`src/rtl/mib_train_gen_if.sv`:
```
// Control and bus interface of the MIB training-pattern generator.
// The i_inject input exists only when MIB_TRAIN_ERRINJ_EN is defined.
interface mib_train_gen_if #(
   parameter int DATA_W   = 13,
   parameter int REPEAT_W = 8
);
   logic                i_en;
   logic                i_start;
   logic                i_stop;
   logic [1:0]          i_mode;
   logic [REPEAT_W-1:0] i_repeat;
`ifdef MIB_TRAIN_ERRINJ_EN
   logic                i_inject;
`endif
   logic [DATA_W-1:0]   o_data;
   logic                o_strobe;
   logic                o_frame;
   logic                o_busy;
   logic                o_done;

   modport master (
`ifdef MIB_TRAIN_ERRINJ_EN
      output i_inject,
`endif
      output i_en, i_start, i_stop, i_mode, i_repeat,
      input  o_data, o_strobe, o_frame, o_busy, o_done
   );

   modport slave (
`ifdef MIB_TRAIN_ERRINJ_EN
      input  i_inject,
`endif
      input  i_en, i_start, i_stop, i_mode, i_repeat,
      output o_data, o_strobe, o_frame, o_busy, o_done
   );
endinterface

```
`src/rtl/mib_train_gen.sv`:
```
// MIB bus training-pattern generator: fixed / walking-one / PRBS7 words with strobe and frame.
// Defining MIB_TRAIN_ERRINJ_EN adds single-shot bit-0 error injection via i_inject.
module mib_train_gen #(
   parameter int DATA_W   = 13,
   parameter int REPEAT_W = 8
) (
   input logic            i_clk,
   input logic            i_rst_n,
   mib_train_gen_if.slave bus
);

   typedef enum logic [1:0] {
      ST_IDLE,
      ST_RUN,
      ST_DONE
   } state_t;

   localparam logic [6:0] LFSR_SEED = 7'h7F;
   localparam logic [6:0] FIXED_LEN = 7'd7;
   localparam logic [6:0] WALK_LEN  = 7'(DATA_W);
   localparam logic [6:0] PRBS_LEN  = 7'd127;

   function automatic logic [6:0] seq_len(input logic [1:0] mode);
      case (mode)
         2'd1:    return WALK_LEN;
         2'd2:    return PRBS_LEN;
         default: return FIXED_LEN;
      endcase
   endfunction

   // Word idx of the selected sequence; PRBS words replicate the 7-bit LFSR state from the LSB.
   function automatic logic [DATA_W-1:0] pattern_word(input logic [1:0] mode,
                                                      input logic [6:0] idx,
                                                      input logic [6:0] lfsr);
      logic [DATA_W-1:0] w;
      logic [7:0]        tail;
      w    = '0;
      tail = 8'hF5;
      case (mode)
         2'd1: w = {{(DATA_W-1){1'b0}}, 1'b1} << idx;
         2'd2: for (int i = 0; i < DATA_W; i++) w[i] = lfsr[3'(i % 7)];
         default:
            for (int i = 0; i < DATA_W; i++) begin
               case (idx)
                  7'd0:    w[i] = (i % 2) == 1;
                  7'd1:    w[i] = (i % 2) == 0;
                  7'd2:    w[i] = (i % 8) < 4;
                  7'd3:    w[i] = (i % 8) >= 4;
                  7'd4:    w[i] = 1'b0;
                  7'd5:    w[i] = 1'b1;
                  default: w[i] = (i < 8) && tail[3'(i % 8)];
               endcase
            end
      endcase
      return w;
   endfunction

   state_t              state_q, state_d;
   logic [1:0]          mode_q, mode_d;
   logic [REPEAT_W-1:0] repeat_q, repeat_d;
   logic [REPEAT_W-1:0] cnt_q, cnt_d, cnt_next;
   logic [6:0]          idx_q, idx_d;
   logic [6:0]          lfsr_q, lfsr_d, lfsr_next;
   logic                stop_q, stop_d;
   logic [DATA_W-1:0]   data_q, data_d;
   logic                strobe_q, strobe_d;
   logic                frame_q, frame_d;
   logic                busy_q, busy_d;
   logic                done_q, done_d;
   logic                inj_bit;
   logic [DATA_W-1:0]   flip;
   logic                last_word;
   logic                stop_eff;
   logic                finish_run;

   assign lfsr_next  = {lfsr_q[5:0], lfsr_q[6] ^ lfsr_q[5]};
   assign cnt_next   = cnt_q + REPEAT_W'(1);
   assign last_word  = idx_q == (seq_len(mode_q) - 7'd1);
   assign stop_eff   = stop_q | bus.i_stop;
   assign finish_run = stop_eff || ((repeat_q != '0) && (cnt_next == repeat_q));
   assign flip       = {{(DATA_W-1){1'b0}}, inj_bit};

   always_comb begin
      // NOTE: every target gets a default first, so no path can leave one unassigned and infer a latch.
      state_d  = state_q;
      mode_d   = mode_q;
      repeat_d = repeat_q;
      cnt_d    = cnt_q;
      idx_d    = idx_q;
      lfsr_d   = lfsr_q;
      stop_d   = stop_q;
      data_d   = data_q;
      strobe_d = strobe_q;
      frame_d  = frame_q;
      busy_d   = busy_q;
      done_d   = done_q;

      case (state_q)
         ST_IDLE: begin
            if (bus.i_en && bus.i_start) begin
               state_d  = ST_RUN;
               mode_d   = bus.i_mode;
               repeat_d = bus.i_repeat;
               stop_d   = bus.i_stop;
               cnt_d    = '0;
               idx_d    = '0;
               lfsr_d   = LFSR_SEED;
               data_d   = pattern_word(bus.i_mode, 7'd0, LFSR_SEED) ^ flip;
               strobe_d = ~strobe_q;
               frame_d  = 1'b1;
               busy_d   = 1'b1;
               done_d   = 1'b0;
            end
         end

         ST_RUN: begin
            stop_d = stop_eff;
            if (!bus.i_en) begin
               frame_d = 1'b0;
            end else if (last_word) begin
               cnt_d = cnt_next;
               if (finish_run) begin
                  state_d = ST_DONE;
                  data_d  = '0;
                  frame_d = 1'b0;
                  busy_d  = 1'b0;
                  done_d  = 1'b1;
               end else begin
                  // A full PRBS7 period returns to the seed, so reloading keeps every sequence identical.
                  idx_d    = '0;
                  lfsr_d   = LFSR_SEED;
                  data_d   = pattern_word(mode_q, 7'd0, LFSR_SEED) ^ flip;
                  strobe_d = ~strobe_q;
                  frame_d  = 1'b1;
               end
            end else begin
               idx_d    = idx_q + 7'd1;
               lfsr_d   = lfsr_next;
               data_d   = pattern_word(mode_q, idx_q + 7'd1, lfsr_next) ^ flip;
               strobe_d = ~strobe_q;
               frame_d  = 1'b0;
            end
         end

         ST_DONE: begin
            if (bus.i_en) begin
               state_d = ST_IDLE;
               done_d  = 1'b0;
               stop_d  = 1'b0;
            end
         end

         default: state_d = ST_IDLE;
      endcase
   end

   always_ff @(posedge i_clk or negedge i_rst_n) begin
      if (!i_rst_n) begin
         state_q  <= ST_IDLE;
         mode_q   <= '0;
         repeat_q <= '0;
         cnt_q    <= '0;
         idx_q    <= '0;
         lfsr_q   <= LFSR_SEED;
         stop_q   <= 1'b0;
         data_q   <= '0;
         strobe_q <= 1'b0;
         frame_q  <= 1'b0;
         busy_q   <= 1'b0;
         done_q   <= 1'b0;
      end else begin
         // NOTE: non-blocking updates so every register samples the pre-edge values.
         state_q  <= state_d;
         mode_q   <= mode_d;
         repeat_q <= repeat_d;
         cnt_q    <= cnt_d;
         idx_q    <= idx_d;
         lfsr_q   <= lfsr_d;
         stop_q   <= stop_d;
         data_q   <= data_d;
         strobe_q <= strobe_d;
         frame_q  <= frame_d;
         busy_q   <= busy_d;
         done_q   <= done_d;
      end
   end

`ifdef MIB_TRAIN_ERRINJ_EN
   logic inj_q, inj_d, word_load;

   assign inj_bit   = inj_q | bus.i_inject;
   assign word_load = bus.i_en && (((state_q == ST_IDLE) && bus.i_start) ||
                                   ((state_q == ST_RUN) && (state_d == ST_RUN)));

   // Pulses merge into one armed flag that is spent on the next word loaded.
   always_comb begin
      inj_d = inj_bit;
      if (word_load || ((state_q == ST_RUN) && (state_d != ST_RUN))) inj_d = 1'b0;
   end

   always_ff @(posedge i_clk or negedge i_rst_n) begin
      if (!i_rst_n) inj_q <= 1'b0;
      else          inj_q <= inj_d;
   end
`else
   assign inj_bit = 1'b0;
`endif

   assign bus.o_data   = data_q;
   assign bus.o_strobe = strobe_q;
   assign bus.o_frame  = frame_q;
   assign bus.o_busy   = busy_q;
   assign bus.o_done   = done_q;

endmodule

```
`src/flat_wrapper.sv`:
```
// flat-port wrapper written by rule: the top's interface ports become plain ports
module mib_train_gen_flat 
#(
   parameter int DATA_W   = 13,
   parameter int REPEAT_W = 8
)
  (i_clk, i_rst_n, bus_i_en, bus_i_start, bus_i_stop, bus_i_mode, bus_i_repeat, bus_o_data, bus_o_strobe, bus_o_frame, bus_o_busy, bus_o_done);
  mib_train_gen_if #(.DATA_W(DATA_W), .REPEAT_W(REPEAT_W)) bus_i ();
  input logic i_clk;
  input logic i_rst_n;
  input wire logic [$bits(bus_i.i_en)-1:0] bus_i_en;
  input wire logic [$bits(bus_i.i_start)-1:0] bus_i_start;
  input wire logic [$bits(bus_i.i_stop)-1:0] bus_i_stop;
  input wire logic [$bits(bus_i.i_mode)-1:0] bus_i_mode;
  input wire logic [$bits(bus_i.i_repeat)-1:0] bus_i_repeat;
  output wire logic [$bits(bus_i.o_data)-1:0] bus_o_data;
  output wire logic [$bits(bus_i.o_strobe)-1:0] bus_o_strobe;
  output wire logic [$bits(bus_i.o_frame)-1:0] bus_o_frame;
  output wire logic [$bits(bus_i.o_busy)-1:0] bus_o_busy;
  output wire logic [$bits(bus_i.o_done)-1:0] bus_o_done;
  assign bus_i.i_en = bus_i_en;
  assign bus_i.i_start = bus_i_start;
  assign bus_i.i_stop = bus_i_stop;
  assign bus_i.i_mode = bus_i_mode;
  assign bus_i.i_repeat = bus_i_repeat;
  assign bus_o_data = bus_i.o_data;
  assign bus_o_strobe = bus_i.o_strobe;
  assign bus_o_frame = bus_i.o_frame;
  assign bus_o_busy = bus_i.o_busy;
  assign bus_o_done = bus_i.o_done;
  mib_train_gen #(.DATA_W(DATA_W), .REPEAT_W(REPEAT_W)) u_core (.i_clk(i_clk), .i_rst_n(i_rst_n), .bus(bus_i));
endmodule
```
`config.mk`:
```
export PLATFORM = sky130hd
export DESIGN_NAME = mib_train_gen_flat
export DESIGN_NICKNAME = d
export VERILOG_FILES = /design/src/rtl/mib_train_gen_if.sv /design/src/rtl/mib_train_gen.sv /design/src/flat_wrapper.sv
export SDC_FILE = /design/constraint.sdc
export NUM_CORES = 1
export LEC_CHECK = 0
export CAP_MARGIN = 20
export CORE_MARGIN = 1.5
export CORE_UTILIZATION = 58
export DETAILED_ROUTE_END_ITERATION = 8
export PLACE_DENSITY = 0.8
export SETUP_SLACK_MARGIN = 0.15
export SLEW_MARGIN = 20
export SYNTH_ARGS = -nofsm -noshare
export SYNTH_HDL_FRONTEND = slang
export SYNTH_SLANG_ARGS = --single-unit
```
`constraint.sdc`:
```
create_clock -name i_clk -period 2.7 [get_ports i_clk]
set_clock_uncertainty 0.15 [all_clocks]
set_input_delay 0.54 -clock i_clk [delete_from_list [all_inputs] [get_ports i_clk]]
set_output_delay 0.54 -clock i_clk [all_outputs]
set_load 0.05 [all_outputs]
```
== After elaboration in Yosys (flattened, before gate mapping) ==
Cells that the tools add are included.
W data, S select, Z words.

* RAM bits: 0
* Memories: 0
* Output and inout bits: 17
* Input bits: 15
* Word-level logic and storage cells: 119
* Register bits: 52
* ROM bits: 0
* Bits in latches: 0

* Divide/modulo/power cells: 0
* Reduce and logical (&&, ||, !) cells: 24
* Mux-type cells: 57
* Eq/ne operators: 19
* Shift operators: 1
* $mul: 0
* Add/sub/neg operators: 3
* Bitwise operators: 3
* $lt $le $gt $ge: 0

{| class="wikitable"
|+ Operator list
! operator !! number
|-
| $pmux W13 S2 || 4
|-
| $mux W7 || 8
|-
| $mux W13 || 4
|-
| $pmux W7 S2 || 3
|-
| $mux W8 || 3
|-
| $mux W1 || 21
|-
| $reduce_or A3 Y1 || 7
|-
| $pmux W8 S2 || 1
|-
| $eq A7 B2 Y1 const B || 2
|-
| $eq A7 B3 Y1 const B || 2
|-
| $shl A1 B7 Y13 const A || 1
|-
| $mux W2 || 5
|-
| $pmux W1 S2 || 5
|-
| $reduce_and A5 Y1 || 2
|-
| $add A8 B1 Y8 const B || 1
|-
| $eq A8 B8 Y1 || 1
|-
| $reduce_and A4 Y1 || 2
|-
| $reduce_bool A8 Y1 || 1
|-
| $add A7 B1 Y7 const B || 1
|-
| $eq A7 B1 Y1 const B || 1
|-
| $eq A7 B7 Y1 || 1
|-
| $logic_not A7 Y1 || 1
|-
| $sub A7 B1 Y7 const B || 1
|-
| $eq A2 B1 Y1 const B || 3
|-
| 17 further kinds || 26
|}

== Logic depth before layout (Yosys ltp) ==
Gate-level depths: netlist of run 1.

* Depth after elaboration: 8
* Mapped depth: 10
* Depth with buffers taken out: 8

== Least setup slack after synthesis of run 1 ==
OpenSTA, ideal clock, no wires.

* Path kind: flip-flop to flip-flop
* From: reg u_core.cnt_q[0]
* To: reg u_core.state_q[0]
* Library setup time: 0.128 ns
* Slack: 0.319 ns
* Required time: 2.422 ns
* Data arrival time: 2.103 ns
* Period minus slack after synthesis: 2.381 ns
* Cell stages (with the launch flop): 8
* Buffers on the path: 0
* Cell sequence: dfrtp_1 ha_1 xor3_1 nor2_1 o2111a_1 a41oi_2 a211oi_1 mux2_1

* Cells in the longest elaborated chain, start to end: 6

{| class="wikitable"
|+ RTL lines
! item !! line !! text
|-
| from (decl) || mib_train_gen.sv:61 || <nowiki>logic [REPEAT_W-1:0] cnt_q, cnt_d, cnt_next;</nowiki>
|-
| from (signal assigned) || mib_train_gen.sv:176 || <nowiki>cnt_q <= cnt_d;</nowiki>
|-
| $add A8 B1 Y8 || mib_train_gen.sv:77 || <nowiki>assign cnt_next = cnt_q + REPEAT_W'(1);</nowiki>
|-
| $eq A8 B8 Y1 || mib_train_gen.sv:80 || <nowiki>assign finish_run = stop_eff || ((repeat_q != '0) && (cnt_next == repeat_q));</nowiki>
|-
| $logic_and A1 B1 Y1 || mib_train_gen.sv:80 ||
|-
| $logic_or A1 B1 Y1 || mib_train_gen.sv:80 ||
|-
| $ne A2 B1 Y1 (no line) || n/a ||
|-
| $reduce_and A5 Y1 (no line) || n/a ||
|-
| to (signal assigned) || mib_train_gen.sv:173 || <nowiki>state_q <= state_d;</nowiki>
|-
| to (decl) || mib_train_gen.sv:58 || <nowiki>state_t state_q, state_d;</nowiki>
|}

No other way between the ends.
A chain may end at the register's enable or synchronous reset.

== Worst setup path in the final report of run 1 ==
* From: reg u_core.mode_q[0]
* To: reg u_core.idx_q[6]

* Cells in the longest elaborated chain, start to end: 7
* Elaborated cells between the ends (all ways): 10
* Those cells by class: 1 x add/sub; 4 x eq/ne; 4 x mux; 1 x reduce/logical

{| class="wikitable"
|+ RTL lines
! item !! line !! text
|-
| from (decl) || mib_train_gen.sv:59 || <nowiki>logic [1:0] mode_q, mode_d;</nowiki>
|-
| from (signal assigned) || mib_train_gen.sv:174 || <nowiki>mode_q <= mode_d;</nowiki>
|-
| $eq A2 B2 Y1 or $eq A2 B1 Y1 (tied branches) || mib_train_gen.sv:24 || <nowiki>case (mode)</nowiki>
|-
| $pmux W7 S2 (*) || mib_train_gen.sv:24 ||
|-
| $sub A7 B1 Y7 (*) || mib_train_gen.sv:78 || <nowiki>assign last_word = idx_q == (seq_len(mode_q) - 7'd1);</nowiki>
|-
| $eq A7 B7 Y1 (*) || mib_train_gen.sv:78 ||
|-
| $mux W7 || mib_train_gen.sv:120 || <nowiki>end else if (last_word) begin</nowiki>
|-
| $mux W7 || mib_train_gen.sv:118 || <nowiki>if (!bus.i_en) begin</nowiki>
|-
| $pmux W7 S2 || mib_train_gen.sv:98 || <nowiki>case (state_q)</nowiki>
|-
| to (signal assigned) || mib_train_gen.sv:177 || <nowiki>idx_q <= idx_d;</nowiki>
|-
| to (decl) || mib_train_gen.sv:62 || <nowiki>logic [6:0] idx_q, idx_d;</nowiki>
|}

Mark *: on every way between the ends. The rest lies on a longest branch, timed or not. The select of a mux whose other input is x is not followed.

==> results of run 1 <==
==> power groups by stage <==
| stage | Clock [mW] | Combinational, mW | Sequential, mW |
|---|---|---|---|
| floorplan | 0 | 1.45 | 1.62 |
| global placement | 0 | 2.52 | 1.30 |
| detailed placement | 0 | 2.57 | 1.32 |
| CTS | 0.485 | 2.59 | 1.30 |
| global route | 0.509 | 2.85 | 1.34 |
| finish | 0.478 | 2.63 | 1.31 |
==> metal layers <==
metal	track usage, %	vias to the layer above	share of wire, %
met5	0	-	0
met3	3.77	28	5.2
met2	53.2	108	49
met1	37.2	1502	43
li1	-	1445	-
met4	13.1	0	3.6
==> logic make-up after synthesis <==
logic type | synth area share, %
adder cells (fa/ha/maj) | 4.73
flip-flops | 38.1
AO/OA/AOI/OAI | 26.5
buffers and inverters | 5.27
XOR/XNOR | 3.75
AND/OR/NAND/NOR | 18.1
multiplexers | 3.53
==> layout make-up <==
class | count | area, µm²
inverter | 14 | 52.6
fill | 452 | 1550
sequential | 52 | 1310
clock inverter | 2 | 15.0
clock buffer | 6 | 82.6
multi-input combinational | 277 | 1980
timing repair buffer | 61 | 531
tap | 72 | 90.1
==> flip-flops by register name, summed over array words and instances (netlist names) <==
name	cells
u_core.bus.o_busy	1
u_core.bus.o_data	13
u_core.bus.o_done	1
u_core.bus.o_frame	1
u_core.bus.o_strobe	1
u_core.cnt_q	8
u_core.idx_q	7
u_core.lfsr_q	7
u_core.mode_q	2
u_core.repeat_q	8
u_core.state_q	2
u_core.stop_q	1
==> cell usage in the layout, fill, tap and decap left out, types with 3 or more instances in the layout <==
master	n
a211o_1	3
a21o_1	9
a21oi_1	14
a21oi_4	3
a31oi_1	12
and2_1	4
and3_1	3
and4_1	3
buf_4	30
clkbuf_8	6
clkdlybuf4s50_1	30
dfrtp_1	45
dfstp_2	7
ha_1	12
inv_1	13
mux2_2	8
nand2_1	35
nand2b_1	5
nand3_1	12
nand4_1	4
nor2_1	22
nor3_1	8
nor4_1	3
o21ai_0	23
o21ai_1	7
o221a_1	3
o22a_1	8
o31ai_1	6
xnor2_1	5
xor2_1	7
==> cells in the mapped netlist (all sizes together) (5+ instances only) <==
cell type	n	share of area, %
a21o	9	2.0
xnor2	5	1.3
inv	13	1.4
clkbuf	11	1.3
a31oi	13	2.5
nand4	5	1.1
xor2	7	1.8
o21ai	30	4.4
dfrtp	45	33
o31ai	8	1.9
nand2b	5	0.91
a21oi	18	3.4
o22a	8	2.0
ha	13	4.7
dfstp	7	5.3
buf	14	2.5
nand2	37	4.3
mux2	9	2.9
nand3	12	1.7
nor4	5	1.3
nor3	9	1.3
nor2	24	2.9
==> final timing paths <==
kind	cells after the start	endpoint	startpoint	slack (ns)
setup / recovery	8	u_core.idx_q[6]	u_core.mode_q[0]	0.25
hold / removal	2	u_core.stop_q	i_rst_n	0.19
setup reg to reg	8	u_core.idx_q[6]	u_core.mode_q[0]	0.25
hold reg to reg	2	u_core.bus.o_data[4]	u_core.bus.o_data[4]	0.36
max in group asynchronous	2	u_core.idx_q[1]	i_rst_n	1.77
min in group i_clk	2	u_core.bus.o_data[4]	u_core.bus.o_data[4]	0.36
==> metrics by stage <==
stage | cell area [µm²] | setup WS [ns] | hold slack [ns]
after global routing | 4060 | 0.113 | 0.247
after CTS | 4030 | 0.206 | 0.219
after detailed placement | 3930 | -0.0626 | 0.338
after global placement | 3930 | 0.0397 | 0.324
after floorplan | 3440 | 0.319 | 0.0944
final | 4060 | 0.253 | 0.188
==> what timing repair did <==
action                     4_1_cts  5_1_grt
resized for setup                1        6
pin swaps                        0        0
cloned                           0        0
setup endpoints to repair       11       23
==> results_dict.tcl, run 1 <==
set metrics [dict create \
    p_comb_share_pct 59.6 \
    cts.sinks 52 \
    worstPathMaxFanout 11 \
    drive_gt1_share_pct 19.2 \
    drt-pass1-iter-count 5 \
    syn2layout_area_growth_pct 17.9 \
    worst_path_largest_cell_delay_ns 0.41 \
    fin_nets 439 \
    coreArea_um2 5610 \
    ioPinCount 32 \
    clkSlewWorstSetupHoldPaths_ns 0.10 \
    seqPwrFrac_pct 29.6 \
    status "finished clean" \
    grt_first_pass_wirelength_um 14900 \
    cts_tree "yes" \
    fp.dieH_um 80.0 \
    dp_cells 476 \
    yosysSeqAreaShare_pct 38.1 \
    power_mw 4.41 \
    avgViaCountPerCell 6.37 \
    switching_power_mw 2.14 \
    async_reset_ff_share_pct 100 \
    cp_top_family "compound AO/OA/AOI/OAI gates" \
    antenna_found_initial 0 \
    drt_iter0_drc 179 \
    root_buffer "clkbuf_8" \
    ys_warn_count 0 \
    syn-num-nets 396 \
    synth_cell_type_count 76 \
    power_density_nw_per_um2 1090 \
    finalCritPeriodShare_pct 90.6 \
    ir_worst_vdd_mv 0.592 \
    worst-endpoint-required_ns 2.78 \
    clk_path_buf_depth 2 \
    fmax_ghz 0.409 \
    critPathLaunchType "flip-flop" \
    vias 3083 \
    cp_cell_sequence "inv_1, ha_1, and4_1, o211a_2, a21oi_4, nand2_1, o31a_1, o21ai_0" \
    io_buffers 31 \
    hp-class "in -> async" \
    clk_latency_ns 0.31 \
    cts_setup_buffers 0 \
    initial_utilization_pct 61.3 \
    die_area_um2 6400 \
    rows 27 \
    cp_data_arrival_time_ns 2.52 \
    wl_per_cell_um 18.6 \
    synth_edf_count 0 \
    synth_area_per_cell_um2 9.35 \
    relSlewSlack_pct 55.5 \
    wl_um 9010 \
    die_w_um 80.0 \
    htree_levels 2 \
    synth-seq-cells 52 \
    crit_path_top_delay_cell "dfrtp_1" \
    slew_viol_final 0 \
    critPathCaptureType "flip-flop" \
    crit_buf_inv 1 \
    hold_viol 0 \
    final_util_pct 72.3 \
    rsz0062_at_grt "true" \
    gp_congestion 0.902 \
    antennaDiodeCount 0 \
    syn_area_um2 3440 \
    setup_viol 0 \
    dp_hpwl_um 6650 \
    globalRoute.totalOverflow 0 \
    synthFlopType "dfrtp_1" \
    power.internal_mw 2.28 \
    worstMarginPinSlew_ns 0.667 \
    final_cells 484 \
    post-route-drc-count 0 \
    first_global_vias 3018 \
    grt_max_degree 53 \
    p_leak_nw 1.67 \
    period_minus_slack_ns 2.45 \
    cap_violations 0 \
    netlist_instances 368 \
    hold_buffers 0 \
    finalSetupTns_ns 0 \
    ant_nets 0 \
    cts_buffers 5 \
    swShare_pct 48.5 \
    critical_path_class "reg -> reg" \
    pwr-share-clk_pct 10.8 \
    grtUsageTotal_pct 30.3 \
]
Note: power is estimated with default switching activity, not from simulation.
==> run 2, diff against run 1 <==
--- a/config.mk
+++ b/config.mk
@@ -7,9 +7,9 @@
 export LEC_CHECK = 0
 export CAP_MARGIN = 20
 export CORE_MARGIN = 1.5
-export CORE_UTILIZATION = 58
+export CORE_UTILIZATION = 60
 export DETAILED_ROUTE_END_ITERATION = 8
-export PLACE_DENSITY = 0.8
+export PLACE_DENSITY = 0.83
 export SETUP_SLACK_MARGIN = 0.15
 export SLEW_MARGIN = 20
 export SYNTH_ARGS = -nofsm -noshare
==> constraint.sdc (replaced) <==
create_clock -name i_clk -period 3.1 [get_ports i_clk]
set_clock_uncertainty 0.15 [all_clocks]
set_input_delay 0.62 -clock i_clk [delete_from_list [all_inputs] [get_ports i_clk]]
set_output_delay 0.62 -clock i_clk [all_outputs]
set_load 0.05 [all_outputs]
==> results_dict.tcl, run 2 (synthesis results as in run 1) <==
set metrics [dict create \
    gp_congestion 0.912 \
    coreArea_um2 5510 \
    root_buffer "clkbuf_8" \
    largest_reg_flops 13 \
    relSlewSlack_pct 55.9 \
    clk_latency_ns 0.31 \
    cap_violations 0 \
    cts_setup_buffers 0 \
    wl_um 8190 \
    grt_first_pass_wirelength_um 13600 \
    wl_per_cell_um 17.6 \
    die_w_um 78.7 \
    fmax_ghz 0.375 \
    fp.dieH_um 78.7 \
    period_minus_slack_ns 2.67 \
    initial_utilization_pct 62.5 \
    critical_path_class "reg -> reg" \
    status "finished clean" \
    finalInstanceArea_um2 3890 \
    cp_data_arrival_time_ns 2.73 \
    first_global_vias 2850 \
    fin_ws_ns 0.433 \
    setup_viol 0 \
    clkSlewWorstSetupHoldPaths_ns 0.10 \
    hp-class "in -> async" \
    avgViaCountPerCell 6.47 \
    rows 27 \
    antennaDiodeCount 0 \
    worstMarginPinSlew_ns 0.654 \
    io_buffers 31 \
    ioPinCount 32 \
    finalSetupTns_ns 0 \
    clk_path_buf_depth 2 \
    layout_common_cells "dfrtp_1 (45), nand2_1 (35), clkdlybuf4s50_1 (30), o21ai_0 (24), nor2_1 (22)" \
    post-route-drc-count 0 \
    antenna_found_initial 0 \
    dpl_cell_area_um2 3780 \
    grt_max_degree 53 \
    die_area_um2 6200 \
    pre_cts_ws_ns 0.365 \
    critPathCaptureType "flip-flop" \
    fin_nets 419 \
    dp_hpwl_um 6010 \
    worstPathMaxFanout 12 \
    worst-endpoint-required_ns 3.16 \
    drt-pass1-iter-count 4 \
    p_leak_nw 1.58 \
    critPathLaunchType "flip-flop" \
    cts_buffers 5 \
    syn2layout_area_growth_pct 13.2 \
    cts_tree "yes" \
    holdWs_ns 0.257 \
    final_cells 464 \
    htree_levels 2 \
    power_density_nw_per_um2 967 \
    slew_viol_final 0 \
    ir_worst_vdd_mv 0.554 \
    finalCritPeriodShare_pct 86.0 \
    cts.repair.resized 0 \
    drive_gt1_share_pct 13.5 \
    final_common_cell "dfrtp_1" \
    rsz0062_at_grt "false" \
    cts.sinks 52 \
    drt_iter0_drc 264 \
    dp_cells 456 \
    hold_buffers 0 \
    grtUsageTotal_pct 28.1 \
    ant_nets 0 \
    vias 3001 \
    hold_viol 0 \
    globalRoute.totalOverflow 0 \
]
-- run 2: cell type report --
class	count	area, µm²
Multi-Input combinational cell	277	1950
Fill cell	416	1610
Sequential cell	52	1310
Timing Repair Buffer	41	380
Tap cell	72	90.1
Clock buffer	6	72.6
Inverter	14	52.6
Clock inverter	2	38.8
-- run 2: per-stage QoR --
stage	util [%]	total power [mW]
2_1_floorplan	-	2.68
3_3_place_gp	68.7	3.22
3_5_place_dp	68.7	3.27
4_1_cts	70.7	3.75
5_1_grt	70.7	3.99
6_report	70.7	3.77
-- run 2: worst paths after layout --
path,slack [ns],start,to,cells after the start
setup / recovery,0.43,u_core.cnt_q[0],u_core.idx_q[5],8
hold reg to reg,0.32,u_core.bus.o_strobe,u_core.bus.o_strobe,1
min in group i_clk,0.32,u_core.bus.o_strobe,u_core.bus.o_strobe,1
hold / removal,0.26,i_rst_n,u_core.stop_q,2
setup reg to reg,0.43,u_core.cnt_q[0],u_core.idx_q[5],8
max in group asynchronous,2.11,i_rst_n,u_core.bus.o_data[6],2
-- run 2: report_power, final --
part / total (mW) / switching [mW] / internal [mW]
clock network: 0.474 / 0.230 / 0.244
registers: 1.17 / 0.240 / 0.927
logic: 2.12 / 1.32 / 0.803
-- run 2: metal layers --
layer	wire (µm)	part of all wire, %	vias to the layer above	track usage, %
met2	4080	50	114	47.1
met5	0	0	-	0
met1	3490	43	1456	37.0
li1	-	-	1413	-
met3	442	5.4	18	4.25
met4	174	2.1	0	10.4
-- run 2: worst max-delay path: stages (launching register included) --
cell      delay [ns]
dfrtp_1         0.51
ha_1            0.36
xor3_1          0.37
nor2_1          0.09
o2111a_1        0.25
a41oi_2         0.17
buf_4           0.23
a22o_1          0.19
a311oi_1        0.25
